--- src/rtl/bc_control_unit.sv ---
// bc_control_unit: hardwired T0..T6 sequencer and instruction decoder for the 16-bit basic computer.
// Optional STEP_MODE_EN: pause after each instruction until a STEP pulse.
module bc_control_unit #(
  parameter int WIDTH      = 16,
  parameter int CTRL_LNGTH = 20
) (
  input  logic                  clk,
  input  logic                  RST_N,
  input  logic                  START,
  input  logic                  STEP,
  input  logic [WIDTH-1:0]      IR,
  input  logic [WIDTH-1:0]      AC,
  input  logic [WIDTH-1:0]      DR,
  input  logic                  E,
  output logic [2:0]            BUS_SEL,
  output logic [CTRL_LNGTH-1:0] CTRL_SGNLS,
  output logic [1:0]            E_CTRL,
  output logic [2:0]            SC,
  output logic                  RUNNING,
  output logic                  HALTED
);
  localparam int LD_AR  = 0;
  localparam int INR_AR = 1;
  localparam int LD_PC  = 3;
  localparam int INR_PC = 4;
  localparam int LD_DR  = 6;
  localparam int INR_DR = 7;
  localparam int LD_AC  = 9;
  localparam int INR_AC = 10;
  localparam int CLR_AC = 11;
  localparam int LD_IR  = 12;
  localparam int MEM_WE = 16;
  localparam int ALU_LO = 17;
  localparam logic [2:0] B_AR  = 3'd0;
  localparam logic [2:0] B_PC  = 3'd1;
  localparam logic [2:0] B_DR  = 3'd2;
  localparam logic [2:0] B_AC  = 3'd3;
  localparam logic [2:0] B_IR  = 3'd4;
  localparam logic [2:0] B_MEM = 3'd6;

`ifdef STEP_MODE_EN
  typedef enum logic [1:0] {IDLE, RUN, HALT, PAUSE} state_t;
`else
  typedef enum logic [1:0] {IDLE, RUN, HALT} state_t;
  logic step_unused;
  assign step_unused = STEP;
`endif

  state_t     state_q, state_d;
  logic [2:0] sc_q, sc_d;
  logic [2:0] d;
  logic       ind, reg_ref, hlt, done;
  logic [2:0]            bus;
  logic [CTRL_LNGTH-1:0] ctl;
  logic [1:0]            ec;

  assign d       = IR[14:12];
  assign ind     = IR[15];
  assign reg_ref = (d == 3'd7) && !ind;
  assign hlt     = (state_q == RUN) && (sc_q == 3'd3) && reg_ref && (IR[11:0] == 12'h001);

  // Last step of each instruction; SC=7 is folded in so it can never stick.
  assign done = ((sc_q == 3'd3) && (d == 3'd7)) ||
                ((sc_q == 3'd4) && ((d == 3'd3) || (d == 3'd4))) ||
                ((sc_q == 3'd5) && ((d <= 3'd2) || (d == 3'd5))) ||
                (sc_q >= 3'd6);

  always_comb begin
    state_d = state_q;
    sc_d    = sc_q;
    case (state_q)
      IDLE, HALT: if (START) begin
        state_d = RUN;
        sc_d    = 3'd0;
      end
      RUN: begin
        sc_d = done ? 3'd0 : sc_q + 3'd1;
`ifdef STEP_MODE_EN
        state_d = hlt ? HALT : done ? PAUSE : RUN;
`else
        state_d = hlt ? HALT : RUN;
`endif
      end
`ifdef STEP_MODE_EN
      PAUSE: if (STEP) begin
        state_d = RUN;
        sc_d    = 3'd0;
      end
`endif
      default: begin
        state_d = IDLE;
        sc_d    = 3'd0;
      end
    endcase
  end

  always_ff @(posedge clk or negedge RST_N) begin
    if (!RST_N) begin
      state_q <= IDLE;
      sc_q    <= 3'd0;
    end else begin
      state_q <= state_d;
      sc_q    <= sc_d;
    end
  end

  // Control decode is gated by RUN so reset clears every pulse at once.
  always_comb begin
    bus = B_AR;
    ctl = '0;
    ec  = 2'b00;
    if (state_q == RUN) begin
      case (sc_q)
        3'd0: begin
          bus        = B_PC;
          ctl[LD_AR] = 1'b1;
        end
        3'd1: begin
          bus         = B_MEM;
          ctl[LD_IR]  = 1'b1;
          ctl[INR_PC] = 1'b1;
        end
        3'd2: begin
          bus        = B_IR;
          ctl[LD_AR] = 1'b1;
        end
        3'd3: begin
          if (d != 3'd7 && ind) begin
            bus        = B_MEM;
            ctl[LD_AR] = 1'b1;
          end else if (reg_ref) begin
            casez (IR[11:0])
              12'b1???????????: ctl[CLR_AC] = 1'b1;
              12'b01??????????: ec = 2'b01;
              12'b001?????????: begin
                ctl[ALU_LO+:3] = 3'b011;
                ctl[LD_AC]     = 1'b1;
              end
              12'b0001????????: ec = 2'b10;
              12'b00001???????: begin
                ctl[ALU_LO+:3] = 3'b100;
                ctl[LD_AC]     = 1'b1;
                ec             = 2'b11;
              end
              12'b000001??????: begin
                ctl[ALU_LO+:3] = 3'b101;
                ctl[LD_AC]     = 1'b1;
                ec             = 2'b11;
              end
              12'b0000001?????: ctl[INR_AC] = 1'b1;
              12'b00000001????: ctl[INR_PC] = !AC[WIDTH-1];
              12'b000000001???: ctl[INR_PC] = AC[WIDTH-1];
              12'b0000000001??: ctl[INR_PC] = (AC == '0);
              12'b00000000001?: ctl[INR_PC] = !E;
              default: ctl = '0;
            endcase
          end
        end
        3'd4: begin
          case (d)
            3'd3: begin
              bus         = B_AC;
              ctl[MEM_WE] = 1'b1;
            end
            3'd4: ctl[LD_PC] = 1'b1;
            3'd5: begin
              bus         = B_PC;
              ctl[MEM_WE] = 1'b1;
              ctl[INR_AR] = 1'b1;
            end
            3'd7: ctl = '0;
            default: begin
              bus        = B_MEM;
              ctl[LD_DR] = 1'b1;
            end
          endcase
        end
        3'd5: begin
          case (d)
            3'd0: ctl[LD_AC] = 1'b1;
            3'd1: begin
              ctl[ALU_LO+:3] = 3'b001;
              ctl[LD_AC]     = 1'b1;
              ec             = 2'b11;
            end
            3'd2: begin
              ctl[ALU_LO+:3] = 3'b010;
              ctl[LD_AC]     = 1'b1;
            end
            3'd5: ctl[LD_PC] = 1'b1;
            3'd6: ctl[INR_DR] = 1'b1;
            default: ctl = '0;
          endcase
        end
        3'd6: if (d == 3'd6) begin
          bus         = B_DR;
          ctl[MEM_WE] = 1'b1;
          ctl[INR_PC] = (DR == '0);
        end
        default: ctl = '0;
      endcase
    end
  end

  assign BUS_SEL    = bus;
  assign CTRL_SGNLS = ctl;
  assign E_CTRL     = ec;
  assign SC         = sc_q;
  assign RUNNING    = (state_q == RUN);
  assign HALTED     = (state_q == HALT);
endmodule

--- config.mk ---
export PLATFORM = sky130hd
export DESIGN_NAME = bc_control_unit
export DESIGN_NICKNAME = d
export VERILOG_FILES = /design/src/rtl/bc_control_unit.sv
export SDC_FILE = /design/constraint.sdc
export NUM_CORES = 1
export LEC_CHECK = 0
export BUFFER_PORTS_ARGS = -buffer_cell sky130_fd_sc_hd__buf_2
export CAP_MARGIN = 30
export CORE_ASPECT_RATIO = 1.4
export CORE_MARGIN = 4
export CORE_UTILIZATION = 41
export CTS_CLUSTER_DIAMETER = 150
export CTS_CLUSTER_SIZE = 12
export DETAILED_ROUTE_END_ITERATION = 7
export PLACE_DENSITY = 0.94
export SLEW_MARGIN = 20
export SYNTH_ARGS = -nofsm -noshare
export SYNTH_HDL_FRONTEND = slang
export SYNTH_SLANG_ARGS = --single-unit
--- constraint.sdc ---
create_clock -name clk -period 4.5 [get_ports clk]
set_input_delay 0.45 -clock clk [delete_from_list [all_inputs] [get_ports clk]]
set_output_delay 0.45 -clock clk [all_outputs]
set_load 0.02 [all_outputs]
# After elaboration in Yosys (flattened, before gate mapping)
# Cells that the tools add are included.
# op_classes
add_sub_neg	1
order_cmp	2
eq_ne	28
mux	42
n_reduce_logical	29
# op_table
op	n
2-to-1 mux 20 bit	2
zero test 16 bit	2
case mux 3 bit (3 select lines)	3
== test 3 bit (second input constant)	7
case mux 7 bit (3 select lines)	1
2-to-1 mux 19 bit	1
case mux 3 bit (6 select lines)	1
2-to-1 mux 3 bit	5
2-to-1 mux 2 bit	7
== test 12 x 1 -> 1 bit (second input constant)	1
== test 3 x 2 -> 1 bit (second input constant)	4
case mux 2 bit (2 select lines)	3
case mux 3 bit (2 select lines)	2
== test 11 x 1 -> 1 bit (second input constant)	1
2-to-1 mux 1 bit	11
== test 10 x 1 -> 1 bit (second input constant)	1
OR reduction 2 bit	5
== test 3 x 1 -> 1 bit (second input constant)	3
== test 9 x 1 -> 1 bit (second input constant)	1
== test 8 x 1 -> 1 bit (second input constant)	1
logical AND 1 bit	8
== test 7 x 1 -> 1 bit (second input constant)	1
== test 6 x 1 -> 1 bit (second input constant)	1
zero test 3 bit	2
other kinds (18)	28
# word_totals
regBits	5
input_bits	53
out_inout_bits	30

# Logic depth before layout (Yosys ltp)
# logic_depth
word_depth	8
depth_mapped	7

# Worst setup path after synthesis
# Ideal clock, no wire load.
# synth_timing
path_kind	reg-to-output
from	reg sc_q[2] (netlist: SC[2])
to	out CTRL_SGNLS[9]
t_arrival_ps	2006
required_ps	4050
path_slack_ps	2044
stages_incl_launch_ff	8
path_cell_list	dfrtp_1 > buf_2 > inv_1 > ha_1 > nand4_4 > nor4_4 > o21ai_1 > a31oi_1
# synth_between
elab_chain_len	3
# synth_lines
element	line_no	source
start, declared	50	logic [2:0] sc_q, sc_d;
start signal, assigned	100	sc_q <= 3'd0;
start signal, assigned	103	sc_q <= sc_d;
== test 3 bit / == test 3 x 2 -> 1 bit (equally long branches)	113	case (sc_q)
case mux 7 bit (3 select lines) (*)	113	
2-to-1 mux 20 bit (*)	112	if (state_q == RUN) begin
end, declared	16	output logic [CTRL_LNGTH-1:0] CTRL_SGNLS,
# Every way passes the cells marked *; elsewhere a longest branch is shown, timed or not.

# Worst setup path in the final report
# layout_timing
from	reg sc_q[2] (netlist: SC[2])
to	out E_CTRL[0]
# layout_between
elab_chain_len	3
# layout_lines
element	line_no	source
== test 3 bit / == test 3 x 2 -> 1 bit (equally long branches)	113	
case mux 2 bit (2 select lines) (*)	113	
2-to-1 mux 2 bit (*)	112	
end, declared	17	output logic [1:0] E_CTRL,
# Marks and branches as above.

==> results.md <==
Run status:
- The run finished with clean final reports.

Power:
- The combinational power share is between 70% and 80%.
- The internal power consumption is 232 uW.
- The total leakage power is roughly 0.67 nW.
- The ratio of total power to cell area is 391 nW/um^2.
- The worst vdd rail ir drop is about 0.28 mV.
- The clock network is responsible for 10.0% of the overall power.
- The switching fraction of total power is 55.0%.
- Per report_power, the sequential group accounts for 17.6% of the total.
- For this design the total switching power over the nets is 283 uW.

Layout:
- The share of cells above drive strength 1 is 40.5%.
- Once layout is done, the placed cells without fillers occupy 1320 um^2.
- The antenna diode count is 0.
- In the final design database the tool counted 264 nets.
- The area growth from synthesis to layout is 40.2%.
- The count of fill cells added during filler insertion is around 210.

Critical path:
- The data required time of the worst path is slightly above 4 ns.
- The capturing element type of the critical path is an output pin.
- The worst setup path is launched from a flip-flop.
- The signal arrival time at the worst endpoint is 2.35 ns.
- The highest net fanout along the worst path is 13.
- The setup path with the least slack is of type flip-flop to output pin.

Detailed routing:
- The detailed-router iteration count before antenna repair is 4.
- The detail route stage leaves a number of antenna-violating nets equal to 0.
- The sum of routed wire length over all layers is 3370 um.
- After detailed routing, the number of remaining DRC violations is 0.
- The mean number of vias per cell is 5.84.
- The first routing iteration left 44 violations.
- Summing over every cut layer, the via total after detailed routing is about 1300.
- The average detailed-routed wire length per instance is 14.8 um.

Timing:
- Timing would allow up to 0.357 GHz.
- The number of setup violations in the final report is 0.
- The total count of hold-check failures in the final report is 0.
- Between clock sinks in the finished design, the worst skew comes to 0.00558 ns.
- The post-layout minimum cycle time is 2.80 ns.
- In the final timing run, aggregate negative setup slack is 0 ns.
- The number of pins exceeding their max-slew limit in the final report is 0.
- The final critical path takes up roughly 62% of the cycle.
- Setup repair after global routing left no endpoint under its margin.

Clocking:
- The number of buffers inserted during clock tree synthesis is 3.
- TritonCTS built the clock tree.
- Once the clock tree was built, the setup fixing pass inserted 0 buffers.
- The maximum count of clock buffers along a single path is 2.
- The clock transition at the register clock pins on the worst setup and hold paths after CTS is 0.05 ns.
- After clock tree synthesis, the flow added hold-fix buffers numbering 0.
- The number of instances resized during post-cts repair is 0.
- The clock sink total is 5.
- The CTS H-tree depth is 1.
- At the later pin of the worst-skew pair, clock insertion delay measures 0.24 ns.
- The clock tree root driver cell is clkbuf_4.

Global route:
- The total routing resource utilization after global routing is 20.0%.
- The first global-routing pass estimated around 5200 um of wire.
- The maximum number of pins on one net before global-route repair is 14.
- The residual overflow from global routing is 0.
- The initial antenna violation count is 0.
- The via count of the first global-routing pass is 1281.

Floorplanning:
- The number of top-level pins is between 80 and 90.
- The die covers 3130 um^2.
- The floorplan has 20 rows.
- The placeable core region is about 2200 um^2.
- In this run the vertical extent of the chip is around 65 um.
- The width of the die is 48.5 um.
- For this configuration, the core starts out at a cell density of 43.2%.

Placed design:
- At the end of routability-driven placement, the weighted congestion stood at approximately 0.86.
- Once placement finished, the instance area stood at 1280 um^2.
- Port buffering added 75 buffers.
- Once detailed placement completed, the half-perimeter wirelength came to 2790 um.

Run:
- The total of max-cap violations is 0.

Synth:
- The mean post-synth cell area is 7.17 um^2.
- Synthesis inferred 5 register bits.
- Sequential elements use 13.3% of the synthesized area.
- Yosys printed 0 warnings.
- The count of distinct cell types in the synthesized netlist is 43.
- In this run the cell area of the synthesized design comes to 940 um^2.
- The post-synthesis instance total is between 100 and 150.

Worst hold path:
- In this run the worst hold path is classified as primary input to flip-flop.
==> synthesized netlist by cell type, drive strengths merged <==
| cell | count | area, um^2 |
|---|---|---|
| dfrtp | 5 | 125 |
| mux2 | 1 | 11.3 |
| nand4 | 4 | 40.0 |
| a22o | 1 | 8.76 |
| o2111ai | 1 | 8.76 |
| a2111oi | 1 | 8.76 |
| inv | 6 | 22.5 |
| nand3 | 4 | 20.0 |
| a22oi | 1 | 7.51 |
| and3 | 3 | 18.8 |
| nor2 | 12 | 45.0 |
| o211ai | 1 | 7.51 |
| o311ai | 1 | 8.76 |
| a21o | 1 | 7.51 |
| and4 | 1 | 8.76 |
| nor4b | 3 | 26.3 |
| nand3b | 2 | 15.0 |
| nor3b | 2 | 15.0 |
| a21oi | 4 | 20.0 |
| nand2b | 2 | 12.5 |
| nor2b | 2 | 12.5 |
| nor3 | 4 | 20.0 |
| conb | 1 | 3.75 |
| nor4 | 9 | 71.3 |
| and2 | 1 | 6.26 |
| o22ai | 2 | 12.5 |
| buf | 11 | 81.3 |
| ha | 5 | 62.6 |
| mux2i | 2 | 20.0 |
| and3b | 1 | 8.76 |
| nand2 | 13 | 48.8 |
| o31ai | 2 | 15.0 |
| or3 | 1 | 11.3 |
| a311o | 1 | 10.0 |
| a31oi | 7 | 43.8 |
| xor2 | 1 | 8.76 |
| o21ai | 10 | 50.0 |
| and2b | 2 | 15.0 |
==> registers in the layout (all words and copies together) (netlist names) <==
name,flops
state_q,2
SC,3
==> path summary, 6_finish.rpt <==
| kind | to | from | depth (start not counted) | slack, ns |
|---|---|---|---|---|
| setup / recovery | E_CTRL[0] | SC[2] | 7 | 1.70 |
| hold / removal | state_q[0] | START | 3 | 0.46 |
| setup reg to reg | state_q[0] | SC[2] | 6 | 2.55 |
| hold reg to reg | state_q[0] | state_q[0] | 1 | 0.55 |
| max in group asynchronous | state_q[1] | RST_N | 2 | 3.82 |
| min in group asynchronous | SC[1] | RST_N | 2 | 0.55 |
==> critical path, stage by stage, from the launching register on <==
cell and delay [ns]:
dfrtp_1 0.52, inv_1 0.23, ha_1 0.27, nand4_4 0.15
nor4_4 0.35, o21ai_1 0.18, a31oi_1 0.22, buf_2 0.19
==> metal layers <==
layer / up-vias / track usage, % / wire [um]
li1: 631 / - / -
met1: 581 / 19.7 / 1120
met2: 96 / 35.6 / 1700
met3: 17 / 6.21 / 387
met4: 0 / 12.1 / 161
met5: - / 0 / 0
==> cells by family after synthesis <==
group | Yosys count | synth area share (%)
AO/OA/AOI/OAI | 33 | 22.2
XOR/XNOR | 1 | 0.932
adder cells (fa/ha/maj) | 5 | 6.66
buffers and inverters | 17 | 11.1
flip-flops | 5 | 13.3
multiplexers | 3 | 3.33
other | 1 | 0.399
AND/OR/NAND/NOR | 66 | 42.1
==> power groups by stage <==
stage	Clock, mW	Combinational (mW)	Sequential, mW
2_1_floorplan	0	0.248	0.0932
3_3_place_gp	0	0.359	0.0905
3_5_place_dp	0	0.369	0.0909
4_1_cts	0.0539	0.370	0.0902
5_1_grt	0.0566	0.411	0.0934
6_report	0.0516	0.373	0.0908
==> per-stage QoR <==
step / util (%) / hold slack, ns / std cells / power (mW) / setup WS [ns]
global placement: 58.8 / 0.266 / 222 / 0.449 / 2.05
global route: 60.5 / 0.462 / 227 / 0.561 / 1.56
floorplan: - / 0.154 / 136 / 0.341 / 2.04
CTS: 60.1 / 0.00380 / 226 / 0.514 / 1.72
detailed placement: 58.8 / 0.269 / 222 / 0.460 / 2.00
finish: 60.5 / 0.458 / 227 / 0.515 / 1.70
==> layout make-up <==
cell class / instances / area (um^2) / share of cell area, %
Clock inverter: 1 / 5.00 / 0.380
Multi-Input combinational cell: 114 / 729 / 55.4
Timing Repair Buffer: 76 / 385 / 29.2
Inverter: 6 / 22.5 / 1.71
Clock buffer: 3 / 22.5 / 1.71
Tap cell: 22 / 27.5 / 2.09
Sequential cell: 5 / 125 / 9.50
==> placed cells by master (no fill, tap or decap), types with 2 or more instances in the layout <==
cell / count
nor3b_1: 2
a31oi_1: 7
buf_2: 75
o22ai_1: 2
inv_1: 6
dfrtp_1: 5
nand4_1: 3
nor2b_1: 2
mux2i_1: 2
ha_1: 5
a21oi_1: 4
and3_1: 3
clkbuf_4: 3
nand3_1: 4
and2b_1: 2
conb_1: 6
o21ai_1: 3
nor4b_1: 3
nor4_1: 8
nand2b_1: 2
nand3b_1: 2
nor3_1: 4
nand2_1: 13
o31ai_1: 2
o21ai_0: 7
nor2_1: 12
(Power assumes the default switching activity.)
